## config.mk

```make
export PLATFORM = sky130hd
export DESIGN_NAME = ibex_csr_err_ctrl
export DESIGN_NICKNAME = d
export VERILOG_FILES = /design/src/rtl/ibex_csr_err_pkg.sv /design/src/rtl/ibex_csr_err_sat_cnt.sv /design/src/rtl/ibex_csr_err_ctrl.sv
export SDC_FILE = /design/constraint.sdc
export NUM_CORES = 1
export LEC_CHECK = 0
export ABC_AREA = 1
export BUFFER_PORTS_ARGS = -buffer_cell sky130_fd_sc_hd__buf_2
export CELL_PAD_IN_SITES_DETAIL_PLACEMENT = 0
export CELL_PAD_IN_SITES_GLOBAL_PLACEMENT = 1
export CORE_ASPECT_RATIO = 0.9
export CORE_UTILIZATION = 41
export DETAILED_ROUTE_END_ITERATION = 10
export GPL_TIMING_DRIVEN = 0
export MAX_ROUTING_LAYER = met4
export PLACE_DENSITY_LB_ADDON = 0.1
export SLEW_MARGIN = 20
export SYNTH_ARGS = -nofsm -noshare
export SYNTH_HDL_FRONTEND = slang
export SYNTH_SLANG_ARGS = --single-unit
```

## constraint.sdc

```tcl
create_clock -name clk_i -period 2.5 [get_ports clk_i]
set_clock_uncertainty 0.05 [all_clocks]
set_input_delay 0.125 -clock clk_i [delete_from_list [all_inputs] [get_ports clk_i]]
set_output_delay 0.125 -clock clk_i [all_outputs]
set_load 0.02 [all_outputs]
```

## src/rtl/ibex_csr_err_pkg.sv

```systemverilog
// Shared types and helpers for the shadowed-CSR error controller.
// popcount works on vectors up to PopMaxW bits; callers zero-extend narrower vectors.
package ibex_csr_err_pkg;

    typedef enum logic [1:0] {
        IDLE,
        WAIT,
        SCAN,
        REPORT
    } csr_err_state_e;

    localparam int unsigned PopMaxW = 64;
    localparam int unsigned PopCntW = 7;

    function automatic logic [PopCntW-1:0] popcount(input logic [PopMaxW-1:0] vec);
        logic [PopCntW-1:0] cnt;
        cnt = '0;
        for (int i = 0; i < PopMaxW; i++) begin
            cnt = cnt + PopCntW'(vec[i]);
        end
        return cnt;
    endfunction

endpackage

```

## src/rtl/ibex_csr_err_sat_cnt.sv

```systemverilog
// Saturating event counter: adds the popcount of an N-bit pulse vector every cycle.
// One-cycle update latency, no backpressure; clr wins over that cycle's pulses.
module ibex_csr_err_sat_cnt
    import ibex_csr_err_pkg::*;
#(
    parameter int unsigned Width = 16,
    parameter int unsigned N     = 8
) (
    input  logic             clk,
    input  logic             rst_n,
    input  logic             clr,
    input  logic [N-1:0]     pulse,
    output logic [Width-1:0] cnt
);

    // One spare bit above the largest possible sum so the addition never wraps.
    localparam int unsigned SumW = Width + $clog2(N) + 1;
    localparam logic [SumW-1:0] MaxVal = {{(SumW-Width){1'b0}}, {Width{1'b1}}};

    logic [PopMaxW-1:0] pulse_ext;
    logic [SumW-1:0]    sum;

    assign pulse_ext = PopMaxW'(pulse);
    assign sum       = SumW'(cnt) + SumW'(popcount(pulse_ext));

    always_ff @(posedge clk or negedge rst_n) begin
        if (!rst_n) begin
            cnt <= '0;
        end else if (clr) begin
            cnt <= '0;
        end else if (sum > MaxVal) begin
            cnt <= {Width{1'b1}};
        end else begin
            cnt <= sum[Width-1:0];
        end
    end

endmodule

```

## src/rtl/ibex_csr_err_ctrl.sv

```systemverilog
// Scans a bank of shadowed CSRs for mismatches, reports them over req/ack and counts error pulses.
// Optional IBEX_CSR_ERR_TS_EN adds a cycle timestamp (alert_ts_o) captured when a report starts.
module ibex_csr_err_ctrl
    import ibex_csr_err_pkg::*;
#(
    parameter  int unsigned NumCsr      = 8,
    parameter  int unsigned CntWidth    = 16,
    parameter  int unsigned ScanPeriod  = 1024,
    parameter  int unsigned AlertThresh = 4,
    localparam int unsigned IdxW        = $clog2(NumCsr)
) (
    input  logic                clk_i,
    input  logic                rst_ni,
    input  logic [NumCsr-1:0]   csr_rd_error_i,
    input  logic [NumCsr-1:0]   csr_maj_err_i,
    input  logic [NumCsr-1:0]   csr_min_err_i,
    input  logic [NumCsr-1:0]   csr_scrub_i,
    input  logic                scan_en_i,
    input  logic                clr_i,
    output logic [IdxW-1:0]     scan_idx_o,
    output logic                scan_busy_o,
    output logic                alert_req_o,
    output logic [IdxW-1:0]     alert_idx_o,
`ifdef IBEX_CSR_ERR_TS_EN
    output logic [31:0]         alert_ts_o,
`endif
    input  logic                alert_ack_i,
    output logic [CntWidth-1:0] maj_cnt_o,
    output logic [CntWidth-1:0] min_cnt_o,
    output logic [CntWidth-1:0] scrub_cnt_o,
    output logic                fatal_o
);

    localparam int unsigned TimerW = $clog2(ScanPeriod);
    localparam logic [TimerW-1:0] TimerLast = TimerW'(ScanPeriod - 1);
    localparam logic [IdxW-1:0]   LastIdx   = IdxW'(NumCsr - 1);
    localparam logic [CntWidth-1:0] Thresh  = CntWidth'(AlertThresh);

    csr_err_state_e    state;
    logic [TimerW-1:0] timer;
    logic              alert_hit;

    assign alert_hit = (state == SCAN) && csr_rd_error_i[scan_idx_o];

    always_ff @(posedge clk_i or negedge rst_ni) begin
        if (!rst_ni) begin
            state       <= IDLE;
            timer       <= '0;
            scan_idx_o  <= '0;
            scan_busy_o <= 1'b0;
            alert_req_o <= 1'b0;
            alert_idx_o <= '0;
        end else begin
            case (state)
                IDLE: begin
                    if (scan_en_i) begin
                        state <= WAIT;
                        timer <= '0;
                    end
                end
                WAIT: begin
                    if (!scan_en_i) begin
                        state <= IDLE;
                        timer <= '0;
                    end else if (timer == TimerLast) begin
                        state       <= SCAN;
                        timer       <= '0;
                        scan_idx_o  <= '0;
                        scan_busy_o <= 1'b1;
                    end else begin
                        timer <= timer + 1'b1;
                    end
                end
                // scan_en_i is deliberately not looked at until the sweep finishes.
                SCAN: begin
                    if (alert_hit) begin
                        state       <= REPORT;
                        alert_req_o <= 1'b1;
                        alert_idx_o <= scan_idx_o;
                    end else if (scan_idx_o == LastIdx) begin
                        state       <= WAIT;
                        timer       <= '0;
                        scan_busy_o <= 1'b0;
                    end else begin
                        scan_idx_o <= scan_idx_o + 1'b1;
                    end
                end
                REPORT: begin
                    if (alert_ack_i) begin
                        alert_req_o <= 1'b0;
                        if (scan_idx_o == LastIdx) begin
                            state       <= WAIT;
                            timer       <= '0;
                            scan_busy_o <= 1'b0;
                        end else begin
                            state      <= SCAN;
                            scan_idx_o <= scan_idx_o + 1'b1;
                        end
                    end
                end
                default: begin
                    state       <= IDLE;
                    timer       <= '0;
                    scan_busy_o <= 1'b0;
                    alert_req_o <= 1'b0;
                end
            endcase
        end
    end

`ifdef IBEX_CSR_ERR_TS_EN
    logic [31:0] cycle_cnt;

    always_ff @(posedge clk_i or negedge rst_ni) begin
        if (!rst_ni) begin
            cycle_cnt  <= '0;
            alert_ts_o <= '0;
        end else begin
            cycle_cnt <= cycle_cnt + 32'd1;
            if (alert_hit) begin
                alert_ts_o <= cycle_cnt;
            end
        end
    end
`endif

    ibex_csr_err_sat_cnt #(.Width(CntWidth), .N(NumCsr)) u_maj_cnt (
        .clk   (clk_i),
        .rst_n (rst_ni),
        .clr   (clr_i),
        .pulse (csr_maj_err_i),
        .cnt   (maj_cnt_o)
    );

    ibex_csr_err_sat_cnt #(.Width(CntWidth), .N(NumCsr)) u_min_cnt (
        .clk   (clk_i),
        .rst_n (rst_ni),
        .clr   (clr_i),
        .pulse (csr_min_err_i),
        .cnt   (min_cnt_o)
    );

    ibex_csr_err_sat_cnt #(.Width(CntWidth), .N(NumCsr)) u_scrub_cnt (
        .clk   (clk_i),
        .rst_n (rst_ni),
        .clr   (clr_i),
        .pulse (csr_scrub_i),
        .cnt   (scrub_cnt_o)
    );

    // Sticky: only reset clears it, clr_i leaves it alone.
    always_ff @(posedge clk_i or negedge rst_ni) begin
        if (!rst_ni) begin
            fatal_o <= 1'b0;
        end else if (maj_cnt_o >= Thresh) begin
            fatal_o <= 1'b1;
        end
    end

endmodule

```

==> flow_summary.json <==
{
  "outcome": "finished with violations",
  "violations": "negative setup slack",
  "wirelength_um": 13600,
  "cp-end-kind": "flop",
  "clkPwrFrac": 0.260,
  "syn-instance-count": 706,
  "ir_drop_uv": 662,
  "grt_max_degree": 38,
  "cts_tree": "yes",
  "drcViolationCount": 0,
  "max-cap-violations": 0,
  "vias": 4893,
  "viasPerCell": 4.86,
  "area.growth.synth_to_final_pct": 38.7,
  "rows": 38,
  "switchingPower_mw": 2.22,
  "initial_utilization": 0.427,
  "critPathLaunchType": "primary input",
  "die_w_um": 121,
  "mappedNetlistArea_mm2": 0.00524,
  "regArea_mm2": 0.00173,
  "finalMaxSlewViolations": 0,
  "layout_min_cycle_time_ns": 3.32,
  "clockRootBuffer": "clkbuf_16",
  "required_ns": 2.69,
  "synth_fp_nets": 782,
  "final_cells": 1006,
  "arrival_ns": 3.51,
  "grt_antenna_before_repair": 0,
  "grt_first_pass_wirelength_um": 22800,
  "die_y_um": 109,
  "combPwrFrac": 0.487,
  "hpwl_um": 9670,
  "coreArea_mm2": 0.0123,
  "drive_above_1_share": 0.352,
  "grt_use_total": 0.227,
  "critPathMaxFanout": 6,
  "synth_area_leader_cell": "dfrtp_1",
  "clk_pin_slew_ns": 0.06,
  "p_int_mw": 3.53,
  "wl_per_cell_um": 13.6,
  "num_antenna_cells": 0,
  "yosysWarningCount": 0,
  "max_freq_mhz": 301,
  "async_reset_ff_frac": 1.00,
  "synth_edf_count": 0,
  "rsz0062_at_grt": "true",
  "synth_top_cell_area_share": 0.329,
  "clock_sinks": 69,
  "p_sw_frac": 0.386,
  "setup_ws_ns": -0.821,
  "ys_seq_area_frac": 0.329,
  "synth.distinct_cells": 39,
  "synth-main-ff-cell": "dfrtp_1",
  "pwr_density_cell_mw_per_mm2": 791,
  "clockBufferDepth": 2,
  "multi_input_area_mm2": 0.00349,
  "final_cell_mix": "179 x nand2_1, 122 x inv_1, 87 x buf_2, 69 x dfrtp_1, 53 x nand3_1",
  "path_class": "primary input to flop",
  "worstMarginPinSlew_ns": 0.878,
  "min_period_over_period": 1.33,
  "fin_nets": 917,
  "worst_hold_path_type": "primary input to flop",
  "gr-total-overflow": 0,
  "io_buffers": 91,
  "drt_iter0_markers": 231,
  "layout_commonest_cell": "nand2_1",
  "numCtsBuffers": 9,
  "synth.avg_cell_area_um2": 7.43,
  "h-tree-depth": 3,
  "gp_congestion": 0.849,
  "grt_pass1_vias": 4832,
  "slew-limit-headroom": 0.414,
  "dr.pass1.iters": 4,
  "io_pins": 94,
  "power.leakage_nw": 3.93,
  "die_area_mm2": 0.0132,
  "dp.cells": 958,
  "p_seq_frac": 0.253,
  "synth-seq-cells": 69,
  "hold_viol": 0,
  "ant_nets": 0,
  "setup_violations": 48,
  "yosys-top-cells-area": "dfrtp_1 33%, nand2_1 14%, inv_1 9.3%",
  "clock_latency_ns": 0.34,
  "fin_util": 0.593,
  "fillerInstances": 1131
}
power by group through the flow:
stage               logic (mW)  registers [mW]  clock network [mW]
CTS                       2.52            1.45                1.53
floorplan                 1.42            1.59                   0
detailed placement        2.07            1.45                   0
global placement          2.02            1.45                   0
finish                    2.80            1.46                1.49
global route              3.07            1.48                1.58
cells by family (layout without fill, tap and decap cells):
family | count (synthesis) | count (layout) | synth area share
adders and majority gates | 39 | 39 | 0.115
xor gates and xnor gates | 20 | 20 | 0.0334
buffers and inverters | 149 | 289 | 0.113
DFF | 69 | 69 | 0.329
AOI/OAI and AO/OA | 53 | 53 | 0.0678
and+or+nand+nor | 376 | 376 | 0.342
repair_timing:
item	4_1_cts	5_1_grt
endpoints found under the setup margin	48	48
gates cloned	3	0
gates resized for setup	68	41
pin swaps	30	22
hold buffers	1	0
setup buffers	23	8
endpoints found under the hold margin	32	0
layer usage:
| metal | share of wire | GRT usage | up-vias |
|---|---|---|---|
| li1 | - | - | 2502 |
| met1 | 0.48 | 0.286 | 2305 |
| met2 | 0.49 | 0.371 | 79 |
| met3 | 0.027 | 0.0486 | 7 |
| met4 | 0.0061 | 0.0538 | 0 |
| met5 | 0 | - | - |
per-stage QoR:
step	hold slack [ns]	setup TNS, ns	total power [mW]	setup slack (ns)	instance area, µm²
3_3_place_gp	0.396	-53.09	3.47	-1.23	6050
2_1_floorplan	-0.221	-39.79	3.01	-0.949	5390
5_1_grt	0.0911	-39.92	6.13	-0.948	7270
4_1_cts	0.0669	-34.90	5.51	-0.805	7050
3_5_place_dp	0.0630	-55.98	3.53	-1.29	6070
6_report	0.0696	-35.67	5.75	-0.821	7270
path summary, 6_finish.rpt:
kind	startpoint	to	slack (ns)	cells past startpoint
worst max-delay path	csr_min_err_i[1]	u_min_cnt.cnt[15]$_DFF_PN0_	-0.82	18
worst min-delay path	alert_ack_i	alert_req_o$_DFFE_PN0P_	0.07	4
worst max register to register	u_min_cnt.cnt[0]$_DFF_PN0_	u_min_cnt.cnt[15]$_DFF_PN0_	0.53	11
worst min register to register	scan_busy_o$_DFFE_PN0P_	scan_busy_o$_DFFE_PN0P_	0.43	2
max in group asynchronous	rst_ni	u_maj_cnt.cnt[2]$_DFF_PN0_	1.59	3
min in group asynchronous	rst_ni	u_min_cnt.cnt[4]$_DFF_PN0_	0.24	2
sequential cells by signal, summed over array words and instances, names as in the netlist:
name             count
u_scrub_cnt.cnt     16
alert_idx_o          3
fatal_o              1
u_maj_cnt.cnt       16
state                2
alert_req_o          1
scan_idx_o           3
u_min_cnt.cnt       16
timer               10
scan_busy_o          1
layout make-up:
cell class / count / area share
repair buffers: 124 / 0.122
plain buffers: 13 / 0.0155
multi-input cells: 488 / 0.480
clock inverters: 6 / 0.0153
inverters: 136 / 0.0705
clock buffers: 10 / 0.0315
flip-flops and latches: 69 / 0.237
well taps: 160 / 0.0275
worst max-delay path: stages:
cell and delay (ns):
buf_6 0.10, ha_4 0.25, inv_2 0.03, fa_1 0.50, fa_1 0.43, fa_2 0.37, fa_2 0.53, inv_2 0.05
fa_2 0.37, inv_2 0.06, nor2_2 0.04, nor2_4 0.15, nor2_8 0.05, buf_6 0.13, nand4_1 0.11, nand3_1 0.09
nand2_1 0.06, inv_1 0.04
cells in the mapped netlist (5+ instances only):
| cell | number |
|---|---|
| nor2_4 | 5 |
| nand4_1 | 26 |
| nand3_2 | 7 |
| a21oi_1 | 20 |
| xor2_1 | 7 |
| a21oi_2 | 18 |
| inv_2 | 5 |
| dfrtp_1 | 69 |
| nor3_1 | 10 |
| nand2_1 | 202 |
| fa_1 | 15 |
| nand2_2 | 5 |
| xnor2_1 | 13 |
| inv_1 | 130 |
| nor2_1 | 30 |
| ha_1 | 24 |
| nand3_1 | 71 |
| o21ai_0 | 5 |
(Power assumes the default switching activity.)
